**src/rtl/alu_pkg.sv**
```systemverilog
// rtl/alu_pkg.sv - shared unit IDs and entry sizing for the ALU result path
package alu_pkg;

  localparam int WIDTH_DEFAULT = 16;

  localparam logic [1:0] UNIT_ARITH = 2'd0;
  localparam logic [1:0] UNIT_LOGIC = 2'd1;
  localparam logic [1:0] UNIT_CMP   = 2'd2;
  localparam logic [1:0] UNIT_SHIFT = 2'd3;

  // Entry layout is {unit[1:0], result[2*WIDTH-1:0], carry}
  localparam int ENTRY_W = 2 * WIDTH_DEFAULT + 3;

  function automatic int entry_width(input int width);
    return 2 * width + 3;
  endfunction

endpackage

```
**src/rtl/alu_result_fifo.sv**
```systemverilog
// rtl/alu_result_fifo.sv - show-ahead synchronous FIFO for tagged ALU results
module alu_result_fifo
  import alu_pkg::*;
#(
  parameter int DATA_W = ENTRY_W,
  parameter int DEPTH  = 4
) (
  input  logic                     clk,
  input  logic                     rst,
  input  logic                     push,
  input  logic                     pop,
  input  logic [DATA_W-1:0]        din,
  output logic [DATA_W-1:0]        dout,
  output logic                     full,
  output logic                     empty,
  output logic [$clog2(DEPTH):0]   count
);

  localparam int AW = $clog2(DEPTH);
  localparam int CW = AW + 1;
  localparam logic [CW-1:0] FULL_CNT = CW'(DEPTH);

  logic [DATA_W-1:0] mem [DEPTH];
  logic [AW-1:0]     wr_ptr;
  logic [AW-1:0]     rd_ptr;
  logic              pop_ok;
  logic              push_ok;

  assign empty   = (count == '0);
  assign full    = (count == FULL_CNT);
  assign pop_ok  = pop && !empty;
  // A full FIFO can still take a push when the head leaves on the same edge
  assign push_ok = push && (!full || pop_ok);

  // Head is presented directly; zero when nothing is buffered
  assign dout = empty ? '0 : mem[rd_ptr];

  // Storage write; contents are don't-care until the count covers them
  always_ff @(posedge clk) begin
    if (push_ok) mem[wr_ptr] <= din;
  end

  // Pointer and occupancy tracking, pointers wrap naturally (DEPTH is 2^AW)
  always_ff @(posedge clk or negedge rst) begin
    if (!rst) begin
      wr_ptr <= '0;
      rd_ptr <= '0;
      count  <= '0;
    end else begin
      if (push_ok) wr_ptr <= wr_ptr + 1'b1;
      if (pop_ok)  rd_ptr <= rd_ptr + 1'b1;
      case ({push_ok, pop_ok})
        2'b10:   count <= count + 1'b1;
        2'b01:   count <= count - 1'b1;
        default: count <= count;
      endcase
    end
  end

endmodule

```
**src/rtl/alu_result_collector.sv**
```systemverilog
// rtl/alu_result_collector.sv - tags ALU unit results, buffers them and tracks drop/conflict status
module alu_result_collector
  import alu_pkg::*;
#(
  parameter int WIDTH = WIDTH_DEFAULT,
  parameter int DEPTH = 4,
  parameter int CNT_W = 8
) (
  input  logic                    clk,
  input  logic                    rst,
  input  logic [2*WIDTH-1:0]      arith_out,
  input  logic                    carry_out,
  input  logic                    arith_flag,
  input  logic [2*WIDTH-1:0]      logic_out,
  input  logic                    logic_flag,
  input  logic [2*WIDTH-1:0]      cmp_out,
  input  logic                    cmp_flag,
  input  logic [2*WIDTH-1:0]      shift_out,
  input  logic                    shift_flag,
  input  logic                    clr_status,
  output logic                    res_valid,
  input  logic                    res_ready,
  output logic [2*WIDTH-1:0]      res_data,
  output logic [1:0]              res_unit,
  output logic                    res_carry,
  output logic [$clog2(DEPTH):0]  fifo_count,
  output logic                    conflict_err,
  output logic                    overflow_err,
  output logic [CNT_W-1:0]        drop_cnt
);

  localparam int EW = entry_width(WIDTH);

  logic [3:0]         flags;
  logic               single;
  logic               multi;
  logic [1:0]         sel_unit;
  logic [2*WIDTH-1:0] sel_data;
  logic               sel_carry;
  logic [EW-1:0]      entry;
  logic [EW-1:0]      head;
  logic               full;
  logic               empty;
  logic               pop;
  logic               drop;

  assign flags = {shift_flag, cmp_flag, logic_flag, arith_flag};

  // Classify the flag pattern: one result, a conflict, or idle
  always_comb begin
    single = $onehot(flags);
    multi  = ($countones(flags) > 1);
  end

  // Select the producing unit's result; carry only travels with arithmetic
  always_comb begin
    sel_unit  = UNIT_ARITH;
    sel_data  = arith_out;
    sel_carry = carry_out;
    if (logic_flag) begin
      sel_unit  = UNIT_LOGIC;
      sel_data  = logic_out;
      sel_carry = 1'b0;
    end else if (cmp_flag) begin
      sel_unit  = UNIT_CMP;
      sel_data  = cmp_out;
      sel_carry = 1'b0;
    end else if (shift_flag) begin
      sel_unit  = UNIT_SHIFT;
      sel_data  = shift_out;
      sel_carry = 1'b0;
    end
  end

  assign entry = {sel_unit, sel_data, sel_carry};
  assign pop   = res_valid && res_ready;
  assign drop  = single && full && !pop;

  alu_result_fifo #(
    .DATA_W (EW),
    .DEPTH  (DEPTH)
  ) u_fifo (
    .clk   (clk),
    .rst   (rst),
    .push  (single),
    .pop   (pop),
    .din   (entry),
    .dout  (head),
    .full  (full),
    .empty (empty),
    .count (fifo_count)
  );

  assign res_valid = !empty;
  assign {res_unit, res_data, res_carry} = head;

  // Sticky status; a clear wins over any set landing on the same edge
  always_ff @(posedge clk or negedge rst) begin
    if (!rst) begin
      conflict_err <= 1'b0;
      overflow_err <= 1'b0;
      drop_cnt     <= '0;
    end else if (clr_status) begin
      conflict_err <= 1'b0;
      overflow_err <= 1'b0;
      drop_cnt     <= '0;
    end else begin
      if (multi) conflict_err <= 1'b1;
      if (drop) begin
        overflow_err <= 1'b1;
        if (drop_cnt != {CNT_W{1'b1}}) drop_cnt <= drop_cnt + 1'b1;
      end
    end
  end

endmodule
```
**config.mk**
```make
export PLATFORM = sky130hd
export DESIGN_NAME = alu_result_collector
export DESIGN_NICKNAME = d
export VERILOG_FILES = /design/src/rtl/alu_pkg.sv /design/src/rtl/alu_result_fifo.sv /design/src/rtl/alu_result_collector.sv
export SDC_FILE = /design/constraint.sdc
export NUM_CORES = 1
export LEC_CHECK = 0
export ABC_CLOCK_PERIOD_IN_PS = 6510
export BUFFER_PORTS_ARGS = -buffer_cell sky130_fd_sc_hd__buf_2
export CAP_MARGIN = 20
export CORE_AREA = 10 10 123 125
export CTS_BUF_LIST = sky130_fd_sc_hd__clkbuf_2
export CTS_CLUSTER_DIAMETER = 30
export CTS_CLUSTER_SIZE = 40
export DETAILED_ROUTE_END_ITERATION = 6
export DIE_AREA = 0 0 133 135
export PLACE_DENSITY = 0.84
export REMOVE_ABC_BUFFERS = 1
export SYNTH_ARGS = -nofsm -noshare
export SYNTH_HDL_FRONTEND = slang
export SYNTH_HIERARCHICAL = 1
export SYNTH_SLANG_ARGS = --single-unit
```
**constraint.sdc**
```tcl
create_clock -name clk -period 6.51 [get_ports clk]
set_input_delay 0.9765 -clock clk [delete_from_list [all_inputs] [get_ports clk]]
set_output_delay 0.9765 -clock clk [all_outputs]
set_load 0.01 [all_outputs]
```
==> results of run 1 <==
-- layer usage --
layer,wire length (µm),share of wire [%],track usage (%)
met3,1260,7.3,5.68
met2,8710,51,32.3
met5,0,0,0
met1,6590,38,21.3
met4,627,3.6,11.4
-- power groups by stage --
stage / Sequential [mW] / Combinational [mW] / Clock (mW)
2_1_floorplan: 1.38 / 0.629 / 0
3_3_place_gp: 1.38 / 1.01 / 0
3_5_place_dp: 1.39 / 1.04 / 0
4_1_cts: 1.37 / 1.05 / 0.565
5_1_grt: 1.39 / 1.13 / 0.606
6_report: 1.37 / 1.03 / 0.553
-- synth_stat cells (all sizes together) (4+ instances only) --
| cell type | count | area share [%] |
|---|---|---|
| ha | 10 | 1.7 |
| buf | 14 | 1.3 |
| edfxtp | 140 | 57 |
| nor2b | 37 | 3.1 |
| nand3 | 4 | 0.44 |
| nor3 | 4 | 0.34 |
| a21oi | 40 | 2.7 |
| clkbuf | 18 | 0.92 |
| nand2 | 37 | 1.9 |
| mux4 | 35 | 11 |
| dfrtp | 17 | 5.8 |
| xor2 | 4 | 0.48 |
| inv | 18 | 0.92 |
| o21ai | 35 | 2.4 |
| mux2i | 33 | 4.5 |
| nor2 | 44 | 2.2 |
| and2 | 4 | 0.34 |
-- per-stage QoR --
| step | instances | hold WS (ns) | power, mW | instance area [µm²] | utilization (%) |
|---|---|---|---|---|---|
| floorplan | 486 | 0.531 | 2.01 | 7210 | - |
| global placement | 848 | 0.491 | 2.39 | 8400 | 66.8 |
| detailed placement | 848 | 0.522 | 2.43 | 8400 | 66.8 |
| CTS | 880 | 0.105 | 2.99 | 8660 | 68.9 |
| global route | 881 | 0.101 | 3.12 | 8660 | 68.9 |
| finish | 881 | 0.165 | 2.95 | 8660 | 68.9 |
-- placed cells by master (no fill, tap or decap), drive strengths merged, types with 10 or more instances in the layout --
master,n
edfxtp,140
nand2,37
ha,10
dfrtp,17
clkbuf,19
mux2i,33
buf,190
a21oi,40
nor2,44
inv,21
o21ai,35
mux4,35
nor2b,37
-- critical path, cell delays in order --
cell and delay, ns:
buf_2 0.07, buf_4 0.47, inv_1 0.17, fa_1 0.53, inv_1 0.04, ha_1 0.19, inv_1 0.10, ha_1 0.27
nor3b_4 0.33, o21a_4 0.23, and2_2 0.83
-- cells by family after synthesis --
| kind of cell | count (synthesis) |
|---|---|
| AND/OR/NAND/NOR | 141 |
| multiplexers | 70 |
| XOR/XNOR | 6 |
| flip-flops | 157 |
| buffers and inverters | 50 |
| AO/OA/AOI/OAI | 82 |
| adder cells (fa/ha/maj) | 12 |
-- worst paths after layout --
check                           cells after the start          endpoint             from  slack (ns)
worst min-delay path                                1       drop_cnt[3]              rst        0.16
min in group clk                                    2      conflict_err     conflict_err        0.56
worst min register to register                      2      conflict_err     conflict_err        0.56
max in group asynchronous                           1  u_fifo/rd_ptr[0]              rst        6.02
worst max-delay path                               11  u_fifo/mem[3][3]       logic_flag        2.59
worst max register to register                     12   u_fifo/count[2]  u_fifo/count[2]        3.62
-- registers in the layout, indices dropped and copies added, names as in the netlist --
name / flops
u_fifo/rd_ptr: 2
u_fifo/mem: 140
overflow_err: 1
u_fifo/wr_ptr: 2
drop_cnt: 8
conflict_err: 1
u_fifo/count: 3
-- cell type report --
cell class                 count  area share [%]
clock inverter                13            1.89
timing repair buffer         190            11.1
antenna                        1          0.0289
tap                          172            2.48
multi-input combinational    311            29.1
clock buffer                  19            1.10
sequential                   157            53.5
inverter                      18           0.780
==> flow_summary.ini, run 1 <==
[status]
status = complete, no violations

[worst_setup_path]
end_kind = flip-flop
worstPathMaxFanout = 66
cp.required_ns = 6.84
path_class = in2reg
worstPathArrival_ns = 4.25
setup.worst_path.start_class = primary input

[floorplanning]
dieArea_um2 = 18000
die_x_um = 133
ios = 186
die_h_um = 135
fp.coreArea_um2 = 12600
start_util_pct = 58.7
placementRows = 41

[grt]
grt_use_total_pct = 19.2
grt_pass1_wl_um = 26900
antenna_found_initial = 1
overflow = 0
grt_max_degree = 68
grt_pass1_vias = 5298

[power]
leakagePower_nw = 3.45
power_switching_uw = 978
pwr-share-clk_pct = 18.7
powerDensity_nw_per_um2 = 341
p_seq_share_pct = 46.3
internal_power_mw = 1.97
swShare_pct = 33.1
ir_drop_mv = 0.159
combPwrFrac_pct = 34.9

[route]
drc = 0
routed_wl_um = 17200
num_vias = 4928
drt_first_pass_iters = 5
via_per_inst = 5.59
wl_per_cell_um = 19.5
drtIter0Drc = 362
final_antenna_net_count = 0

[timing]
fin_ws_ns = 2.59
fin_skew_ns = 0.0171
timing.setup.tns_ns = 0
finalCritPeriodShare_pct = 60.3
slew_headroom_pct = 32.7
rsz0062_at_grt = no
setup_viol = 0
worst_pin_slew_ns = 1.01
drv_slew = 0
clock.fmax_mhz = 255
hold_viol_final = 0
fin_crit_ns = 3.92

[synth]
synth-edff-count = 140
yosys_warnings = 6
syn_area_um2 = 7370
syn_inst = 518
synth_ff_type = edfxtp_1
synth.area.mux_share_pct = 15.5
synthXorXnorAreaFrac_pct = 0.713
yosysUniqueCellTypes = 38
synth_top_family_by_area = multiplexers
seq_area_frac_synth_pct = 62.8
synth_fa_ha_area_share_pct = 2.24
synth-compound-area-share_pct = 5.99
synthArstFlopShare_pct = 10.8
syn_avg_cell_area_um2 = 14.2
synth_seq_cells = 157
yosys.area_share.simple_pct = 9.61

[placement]
io_buffers = 185
place_hpwl_um = 11800
gp_congestion = 0.774
place_ws_ns = 1.91

[cells_and_area]
layout.area.seq_um2 = 4630
drive_above_1_share_pct = 38.3
syn2layout_area_growth_pct = 17.5
fin_nets = 844
multi_input_area_um2 = 2520
fillers = 859

[cts]
clockBufferDepth = 2
hold_buffers = 0
cts_tree = built
cts_resized = 0
path_clk_slew_ns = 0.21
root_buffer = clkbuf_2
cts_setup_buffers = 0
numCtsBuffers = 17
clkLatencyLatePin_ns = 0.69
htree_levels = 4
cts_sinks = 157

[hold_path]
min_path_type = in2async

[flow_run]
cap_violations = 0
(Power assumes the default switching activity.)
==> run 2: changes to the inputs <==
--- a/config.mk
+++ b/config.mk
@@ -5,16 +5,16 @@
 export SDC_FILE = /design/constraint.sdc
 export NUM_CORES = 1
 export LEC_CHECK = 0
-export ABC_CLOCK_PERIOD_IN_PS = 6510
+export ABC_CLOCK_PERIOD_IN_PS = 3600
 export BUFFER_PORTS_ARGS = -buffer_cell sky130_fd_sc_hd__buf_2
 export CAP_MARGIN = 20
-export CORE_AREA = 10 10 123 125
+export CORE_AREA = 10 10 133 135
 export CTS_BUF_LIST = sky130_fd_sc_hd__clkbuf_2
 export CTS_CLUSTER_DIAMETER = 30
 export CTS_CLUSTER_SIZE = 40
 export DETAILED_ROUTE_END_ITERATION = 6
-export DIE_AREA = 0 0 133 135
-export PLACE_DENSITY = 0.84
+export DIE_AREA = 0 0 143 145
+export PLACE_DENSITY = 0.76
 export REMOVE_ABC_BUFFERS = 1
 export SYNTH_ARGS = -nofsm -noshare
 export SYNTH_HDL_FRONTEND = slang
==> constraint.sdc (replaced) <==
create_clock -name clk -period 3.6 [get_ports clk]
set_input_delay 0.54 -clock clk [delete_from_list [all_inputs] [get_ports clk]]
set_output_delay 0.54 -clock clk [all_outputs]
set_load 0.01 [all_outputs]
==> flow_summary.ini, run 2 (synthesis gave the netlist of run 1 again) <==
[status]
status = complete, no violations

[power]
leakagePower_nw = 3.51
powerDensity_nw_per_um2 = 613
ir_drop_mv = 0.279

[worst_setup_path]
cp.required_ns = 3.06
worstPathMaxFanout = 21
crit_family = flip-flops
setup.worst_path.start_class = flip-flop
crit_path_max_incr_delay_ns = 0.78
path_class = reg2out
path_buf_inv = 2
cp_cell_sequence = buf_12, mux4_2, nor2b_1, buf_2
critPathSlowestCell = dfrtp_2
end_kind = output pin
worstPathArrival_ns = 2.59

[timing]
finalCritPeriodShare_pct = 87.0
drv_slew = 0
setup_viol = 0
slew_headroom_pct = 40.4
fin_skew_ns = 0.0192
fin_ws_ns = 0.469
clock.fmax_mhz = 319
hold_viol_final = 0
fin_crit_ns = 3.13
rsz0062_at_grt = no
whs_ns = 0.162
worst_pin_slew_ns = 0.894

[placement]
gp_congestion = 0.794
place_ws_ns = 0.226
place_hpwl_um = 12100
io_buffers = 185

[cts]
clkLatencyLatePin_ns = 0.69
htree_levels = 4
cts_sinks = 157
path_clk_slew_ns = 0.21
clockBufferDepth = 2
cts_setup_buffers = 0
root_buffer = clkbuf_2
cts_tree = built
numCtsBuffers = 17

[grt]
overflow = 0
antenna_found_initial = 2
grt_max_degree = 67
grt_use_total_pct = 16.2
grt_pass1_wl_um = 26500
grt_pass1_vias = 5143

[route]
drt_first_pass_iters = 4
drtIter0Drc = 370
num_vias = 4798
final_antenna_net_count = 0
wl_per_cell_um = 18.5
via_per_inst = 5.29
drc = 0
routed_wl_um = 16800

[cells_and_area]
fin_nets = 853
mostFrequentLayoutCells = buf_2 (185), edfxtp_1 (140), nor2_1 (44), a21oi_1 (40)
syn2layout_area_growth_pct = 19.2
final_util_pct = 58.4
largest_reg_flops = 140
mostFrequentLayoutCell = buf_2
top_regs = u_fifo/mem: 140 flops, drop_cnt: 8 flops, u_fifo/count: 3 flops
largest_register = u_fifo/mem
drive_above_1_share_pct = 39.1

[floorplanning]
placementRows = 45
die_h_um = 145
fp.coreArea_um2 = 15000
ios = 186
dieArea_um2 = 20700
start_util_pct = 49.0
die_x_um = 143

[hold_path]
min_path_type = in2reg

[flow_run]
cap_violations = 0
-- run 2: cell type report --
class                   instances  area, µm²
diodes                          2       5.00
repair buffers                199       1050
flip-flops and latches        157       4630
multi-input cells             311       2520
clock inverters                13        181
well taps                     188        235
fillers                      1187       6250
clock buffers                  19       95.1
inverters                      18       67.6
-- run 2: power by group --
| group | internal, mW | leakage [nW] | switching, mW |
|---|---|---|---|
| Clock | 0.414 | 0.158 | 0.637 |
| Sequential | 2.25 | 1.50 | 0.217 |
| Combinational | 0.951 | 1.86 | 0.921 |
| Total | 3.61 | 3.51 | 1.77 |
-- run 2: worst reg2reg max path: cells and delay by family, from the launching register on --
kind / cells / cell delay (ns)
and+or+nand+nor: 3 / 0.52
xor gates and xnor gates: 2 / 0.31
buffers and inverters: 3 / 0.25
adders and majority gates: 2 / 0.61
AOI/OAI and AO/OA: 1 / 0.26
DFF: 1 / 0.48
-- run 2: metrics by stage --
stage	setup TNS, ns	total power [mW]	instance area (µm²)	instances
final	0	5.39	8780	907
after global routing	0	5.71	8780	907
after CTS	0	5.47	8780	905
after detailed placement	0	4.42	8490	872
after global placement	0	4.37	8490	872
after floorplan	-62.22	3.64	7210	486
-- run 2: path summary, 6_finish.rpt --
kind / start / endpoint / slack [ns] / cells past startpoint
min in group asynchronous: rst / u_fifo/count[1] / 0.28 / 2
min: clr_status / overflow_err / 0.16 / 2
min reg2reg: overflow_err / overflow_err / 0.54 / 2
max: u_fifo/rd_ptr[0] / res_data[17] / 0.47 / 4
max in group asynchronous: rst / u_fifo/rd_ptr[1] / 3.02 / 2
max reg2reg: u_fifo/count[2] / u_fifo/count[2] / 1.12 / 11
-- run 2: routing by layer --
| metal | GRT usage (%) | wire, µm | share of wire (%) |
|---|---|---|---|
| met1 | 19.6 | 6800 | 40 |
| met2 | 27.1 | 8450 | 50 |
| met3 | 5.02 | 1340 | 8.0 |
| met4 | 4.44 | 215 | 1.3 |
| met5 | 0 | 0 | 0 |
-- run 2: repair_timing --
| item | CTS | global route |
|---|---|---|
| gates resized for setup | 0 | 0 |
| hold buffers | 1 | 0 |
| endpoints found under the hold margin | 17 | 0 |
